## src/rtl/vga_timing_gen.sv

```systemverilog
// vga_timing_gen: raster counter plus pipeline-aligned VGA sync, data-enable and pixel outputs.
// Latency: h_sync/v_sync/de/rgb follow the counter coordinate by PIPE_DLY+1 ce cycles.
// Backpressure: none; every register advances only on ce=1 and holds otherwise.
// Build option: define VTG_TEST_PATTERN_EN to include the 8-bar colour pattern selected by pattern_en.
module vga_timing_gen #(
   parameter int H_ACTIVE = 640,
   parameter int H_FP     = 16,
   parameter int H_SYNC   = 96,
   parameter int H_BP     = 48,
   parameter int V_ACTIVE = 480,
   parameter int V_FP     = 10,
   parameter int V_SYNC   = 2,
   parameter int V_BP     = 29,
   parameter bit H_POL    = 1'b0,
   parameter bit V_POL    = 1'b0,
   parameter int PIPE_DLY = 2,
   parameter int CW       = 6
) (
   input  logic            clk,
   input  logic            rst_n,
   input  logic            ce,
   input  logic            pattern_en,
   input  logic [3*CW-1:0] rgb_in,
   output logic [9:0]      px_x,
   output logic [9:0]      px_y,
   output logic            px_req,
   output logic            line_start,
   output logic            frame_start,
   output logic            h_sync,
   output logic            v_sync,
   output logic            de,
   output logic [CW-1:0]   red,
   output logic [CW-1:0]   green,
   output logic [CW-1:0]   blue
);

   localparam int H_TOTAL = H_ACTIVE + H_FP + H_SYNC + H_BP;
   localparam int V_TOTAL = V_ACTIVE + V_FP + V_SYNC + V_BP;

   localparam logic [9:0]  H_LAST    = 10'(H_TOTAL - 1);
   localparam logic [9:0]  V_LAST    = 10'(V_TOTAL - 1);
   // 11-bit compare constants so a sync region ending exactly at 1024 still fits
   localparam logic [10:0] H_ACT     = 11'(H_ACTIVE);
   localparam logic [10:0] V_ACT     = 11'(V_ACTIVE);
   localparam logic [10:0] H_SYNC_B  = 11'(H_ACTIVE + H_FP);
   localparam logic [10:0] H_SYNC_E  = 11'(H_ACTIVE + H_FP + H_SYNC);
   localparam logic [10:0] V_SYNC_B  = 11'(V_ACTIVE + V_FP);
   localparam logic [10:0] V_SYNC_E  = 11'(V_ACTIVE + V_FP + V_SYNC);

   // One pipeline stage: sync flags are carried active-high, polarity applied at the output
   typedef struct packed {
`ifdef VTG_TEST_PATTERN_EN
      logic [9:0] x;
`endif
      logic       hs;
      logic       vs;
      logic       de;
   } stage_t;

   logic [9:0]  hc;
   logic [9:0]  vc;
   logic [10:0] hc_w;
   logic [10:0] vc_w;
   logic        hs_raw;
   logic        vs_raw;
   stage_t      cur;
   stage_t      dly;

   assign hc_w = {1'b0, hc};
   assign vc_w = {1'b0, vc};

   // Raster counter: hc wraps every line and carries into vc
   always_ff @(posedge clk or negedge rst_n) begin
      if (!rst_n) begin
         hc <= '0;
         vc <= '0;
      end else if (ce) begin
         if (hc == H_LAST) begin
            hc <= '0;
            vc <= (vc == V_LAST) ? 10'd0 : vc + 10'd1;
         end else begin
            hc <= hc + 10'd1;
         end
      end
   end

   assign px_x        = hc;
   assign px_y        = vc;
   assign px_req      = (hc_w < H_ACT) && (vc_w < V_ACT);
   assign line_start  = ce && (hc == 10'd0);
   assign frame_start = ce && (hc == 10'd0) && (vc == 10'd0);
   assign hs_raw      = (hc_w >= H_SYNC_B) && (hc_w < H_SYNC_E);
   assign vs_raw      = (vc_w >= V_SYNC_B) && (vc_w < V_SYNC_E);

   // Undelayed timing flags for the current counter position
   always_comb begin
      cur = '0;
`ifdef VTG_TEST_PATTERN_EN
      cur.x = hc;
`endif
      cur.hs = hs_raw;
      cur.vs = vs_raw;
      cur.de = px_req;
   end

   // PIPE_DLY ce-gated stages matching the pixel source latency; none when PIPE_DLY is 0
   generate
      if (PIPE_DLY == 0) begin : g_nodly
         assign dly = cur;
      end else begin : g_dly
         for (genvar i = 0; i < PIPE_DLY; i++) begin : g_stage
            stage_t d;
            stage_t q;
            if (i == 0) begin : g_first
               assign d = cur;
            end else begin : g_next
               assign d = g_stage[i-1].q;
            end
            // One delay stage; reset value is the inactive (outside sync, blanked) state
            always_ff @(posedge clk or negedge rst_n) begin
               if (!rst_n) begin
                  q <= '0;
               end else if (ce) begin
                  q <= d;
               end
            end
         end
         assign dly = g_stage[PIPE_DLY-1].q;
      end
   endgenerate

`ifdef VTG_TEST_PATTERN_EN
   localparam logic [9:0] BAR_W = 10'(H_ACTIVE / 8);
   logic [2:0] bar;
   assign bar = 3'(dly.x / BAR_W);
`else
   logic unused_pattern_en;
   assign unused_pattern_en = pattern_en;
`endif

   // Output registers: apply sync polarity, blank pixels outside the active area
   always_ff @(posedge clk or negedge rst_n) begin
      if (!rst_n) begin
         h_sync <= ~H_POL;
         v_sync <= ~V_POL;
         de     <= 1'b0;
         red    <= '0;
         green  <= '0;
         blue   <= '0;
      end else if (ce) begin
         h_sync <= dly.hs ? H_POL : ~H_POL;
         v_sync <= dly.vs ? V_POL : ~V_POL;
         de     <= dly.de;
         if (dly.de) begin
            red   <= rgb_in[3*CW-1:2*CW];
            green <= rgb_in[2*CW-1:CW];
            blue  <= rgb_in[CW-1:0];
`ifdef VTG_TEST_PATTERN_EN
            if (pattern_en) begin
               red   <= {CW{bar[2]}};
               green <= {CW{bar[1]}};
               blue  <= {CW{bar[0]}};
            end
`endif
         end else begin
            red   <= '0;
            green <= '0;
            blue  <= '0;
         end
      end
   end

endmodule

```

## config.mk

```make
export PLATFORM = sky130hd
export DESIGN_NAME = vga_timing_gen
export DESIGN_NICKNAME = d
export VERILOG_FILES = /design/src/rtl/vga_timing_gen.sv
export SDC_FILE = /design/constraint.sdc
export NUM_CORES = 1
export LEC_CHECK = 0
export BUFFER_PORTS_ARGS = -buffer_cell sky130_fd_sc_hd__buf_4
export CAP_MARGIN = 20
export CORE_MARGIN = 3
export CORE_UTILIZATION = 40
export CTS_CLUSTER_DIAMETER = 80
export DETAILED_ROUTE_END_ITERATION = 10
export HOLD_SLACK_MARGIN = 0.15
export RECOVER_POWER = 50
export SETUP_SLACK_MARGIN = 0.3
export SYNTH_ARGS = -nofsm -noshare
export SYNTH_HDL_FRONTEND = slang
export SYNTH_SLANG_ARGS = --single-unit
```

## constraint.sdc

```tcl
create_clock -name clk -period 4.4 [get_ports clk]
set_clock_uncertainty 0.2 [all_clocks]
set_input_delay 0.22 -clock clk [delete_from_list [all_inputs] [get_ports clk]]
set_output_delay 0.22 -clock clk [all_outputs]
set_load 0.01 [all_outputs]
```

==> results.py <==
metrics = {
    "power_and_ir_drop": {
        "p_per_area_mw_per_mm2": 326.4,
        "vdd_drop_max_mv": 0.2326,
        "p_leak_nw": 1.420,
    },
    "clocking": {
        "root_buffer": "clkbuf_8",
        "numCtsBuffers": 5,
        "cts_tree": "yes",
        "clock_path_buffers": 2,
        "clock_sinks": 47,
        "post-cts-setup-buffers": 0,
        "cts_max_level": 2,
        "clk_pin_slew_ns": 0.09,
        "clk_latency_ns": 0.30,
    },
    "setup_path": {
        "slowest_delay_ns": 0.43,
        "path_delay_family": "simple AND/OR/NAND/NOR gates",
        "worstPathMaxFanout": 5,
        "r2r_cells": 5,
        "cp_slowest_cell": "dfrtp_1",
        "worstSetupPathType": "reg -> out",
        "worstPathArrival_ns": 1.82,
        "startpoint": "px_x[0]",
        "r2r-end": "px_y[8]",
        "cp_cell_sequence": "inv_1 > ha_1 > nor4b_1 > and4_1 > and4_1 > buf_4",
        "regToRegSetupSlack_ns": 2.21,
        "crit_buf_inv": 2,
        "setup.worst_path.start_class": "flop",
        "cpMostUsedCell": "and4_1",
        "rr_startpoint": "px_x[0]",
        "end_kind": "primary output",
        "crit_required_ns": 3.98,
    },
    "cells_and_area": {
        "area_growth_pct": 32.38,
        "fin_area_mm2": 0.002947,
        "n_antenna_cell": 0,
        "drive_above_1_share_pct": 21.07,
        "nets": 324,
    },
    "worst_hold_path": {
        "hp-class": "in -> reg",
        "hp-start": "ce",
        "holdPathEnd": "v_sync",
        "holdPathStages": 2,
    },
    "synth": {
        "yosysUniqueCellTypes": 37,
        "ys_warn_count": 0,
        "ys_seq_area_share_pct": 52.95,
        "yosysTopAreaCellShare_pct": 50.59,
        "avgSynthCellArea_um2": 10.03,
        "syn_area_mm2": 0.002226,
        "synthArstFlopShare_pct": 100.0,
        "syn_nets": 248,
        "synthTopCellsByArea": "dfrtp_1 (51%), nand3_1 (5.2%), o21ai_0 (4.7%), inv_1 (4.6%), mux2_2 (3.0%)",
        "synth_cells": 222,
        "synth_area_leader_cell": "dfrtp_1",
        "ys_ff_latch": 47,
        "ys.flop_type": "dfrtp_1",
        "synth_enable_flop_cells": 0,
    },
    "sta": {
        "worst_slack_ns": 2.161,
        "rsz0062_at_grt": "no",
        "fin_crit_sh_pct": 50.88,
        "tightest_slew_ns": 0.6573,
        "hold_violations": 0,
        "fmax_mhz": 446.6,
        "slew_headroom_pct": 56.18,
        "setup_violations": 0,
        "period_minus_slack_ns": 2.239,
        "whs_ns": 0.1920,
        "setup_tns_ns": 0,
        "slew_viol_final": 0,
    },
    "global_route": {
        "antenna_found_initial": 0,
        "grt_pass1_vias": 1853,
        "overflow": 0,
        "grt_max_degree": 56,
        "grt_pass1_wl_um": 8735,
        "groute.usage.overall_pct": 16.98,
    },
    "placement": {
        "place_congestion": 0.7579,
        "hpwl_um": 3309,
        "placed_cell_area_mm2": 0.002738,
        "place_ws_ns": 2.186,
        "port_buffers": 64,
    },
    "status": {
        "outcome": "complete, no violations",
    },
    "run": {
        "cap_viol_max_count": 0,
    },
    "routing": {
        "drc_errors": 0,
        "via_per_inst": 4.889,
        "drtAntennaViolNets": 0,
        "first_pass_iters": 4,
        "wire_per_inst_um": 13.75,
        "first_iter_violations": 65,
        "wl_um": 5075,
        "route.vias.total": 1804,
    },
    "die": {
        "initial_core_util_pct": 42.50,
        "ios": 66,
        "fp.dieW_um": 80.60,
        "row_count": 26,
        "core_mm2": 0.005238,
        "dieHeight_um": 80.60,
        "dieArea_mm2": 0.006496,
    },
}
[worst max-delay path by stage]
stage,to,slack [ns],cells past startpoint
detailed placement,px_y[8],2.19,5
global route,px_y[7],1.99,5
finish,frame_start,2.16,6
floorplan,px_y[8],2.41,5
CTS,frame_start,2.15,6
global placement,px_y[8],2.19,5
[worst register-to-register path: cells and delay by family, from the launching register on]
family                     cells  cell delay (ns)
adders and majority gates      1             0.26
muxes                          1             0.33
DFF                            1             0.42
and+or+nand+nor                3             0.85
[synthesized netlist by cell type (3+ instances only)]
| cell | n |
|---|---|
| and4_1 | 3 |
| buf_1 | 3 |
| nand3_1 | 23 |
| xnor2_1 | 3 |
| ha_1 | 4 |
| and3_1 | 7 |
| buf_2 | 3 |
| xor2_1 | 3 |
| inv_1 | 27 |
| nand2_1 | 8 |
| a21o_1 | 3 |
| o21ai_0 | 21 |
| nor4_1 | 3 |
| mux2_2 | 6 |
| nand4_1 | 6 |
| dfrtp_1 | 45 |
| clkbuf_1 | 8 |
| o31ai_1 | 4 |
| mux2i_1 | 4 |
| o21ai_1 | 5 |
| nor2_1 | 8 |
| nor3_1 | 4 |
[per-layer routing]
layer,track usage [%],vias to the layer above,wire [um]
met5,0,-,0
met4,5.068,0,61
met3,3.700,7,197
met2,28.39,32,2464
met1,21.95,848,2351
li1,-,917,-
[repair_timing]
item	4_1_cts	5_1_grt
resized for setup	0	0
endpoints found under the hold margin	65	0
hold buffers	19	0
[cells in the final DEF, fill, tap and decap left out, drive strengths merged]
master | netlist | final
a21o | 3 | 3
a31oi | 2 | 2
and2 | 1 | 1
and3 | 7 | 7
and3b | 1 | 1
and4 | 3 | 3
buf | 6 | 46
clkbuf | 8 | 24
clkinv | 0 | 2
dfrtp | 45 | 45
dfstp | 2 | 2
dlygate4sd3 | 0 | 19
ha | 4 | 4
inv | 27 | 27
mux2 | 8 | 8
mux2i | 4 | 4
nand2 | 8 | 8
nand2b | 2 | 2
nand3 | 23 | 23
nand4 | 7 | 7
nand4b | 1 | 1
nor2 | 8 | 8
nor2b | 2 | 2
nor3 | 4 | 4
nor3b | 1 | 1
nor4 | 4 | 4
nor4b | 1 | 1
o21ai | 26 | 26
o22ai | 2 | 2
o31a | 1 | 1
o31ai | 4 | 4
or4 | 1 | 1
xnor2 | 3 | 3
xor2 | 3 | 3
[sequential cells by signal (all words and copies together) (netlist names)]
register / count
px_y: 10
green: 6
dly: 3
red: 6
h_sync: 1
de: 1
px_x: 10
v_sync: 1
blue: 6
g_dly.g_stage.q: 3
[final cells by class]
cell class | instances | area, um^2
Clock buffer | 6 | 72.57
Clock inverter | 2 | 13.76
Fill cell | 493 | 2291
Inverter | 27 | 101.3
Multi-Input combinational cell | 134 | 889.6
Sequential cell | 47 | 1179
Tap cell | 70 | 87.58
Timing Repair Buffer | 83 | 603.1
[report_power, final]
group / internal, mW / switching, mW / total (mW)
Clock: 0.112 / 0.144 / 0.257
Combinational: 0.0907 / 0.0835 / 0.174
Sequential: 0.468 / 0.0624 / 0.531
[cells by family after synthesis]
group	Yosys count	synth area share, %
AOI/OAI and AO/OA	38	9.724
and+or+nand+nor	74	19.79
buffers and inverters	41	7.083
DFF	47	52.95
adders and majority gates	4	2.249
xor gates and xnor gates	6	2.361
muxes	12	5.846
[metrics by stage]
stage               cells  utilization, %  total power [mW]
finish                369           56.26            0.9616
global placement      342           52.27            0.7110
floorplan             222               -            0.6212
global route          369           56.26             1.024
detailed placement    342           52.27            0.7128
CTS                   369           57.55            0.9889
(Power assumes the default switching activity.)
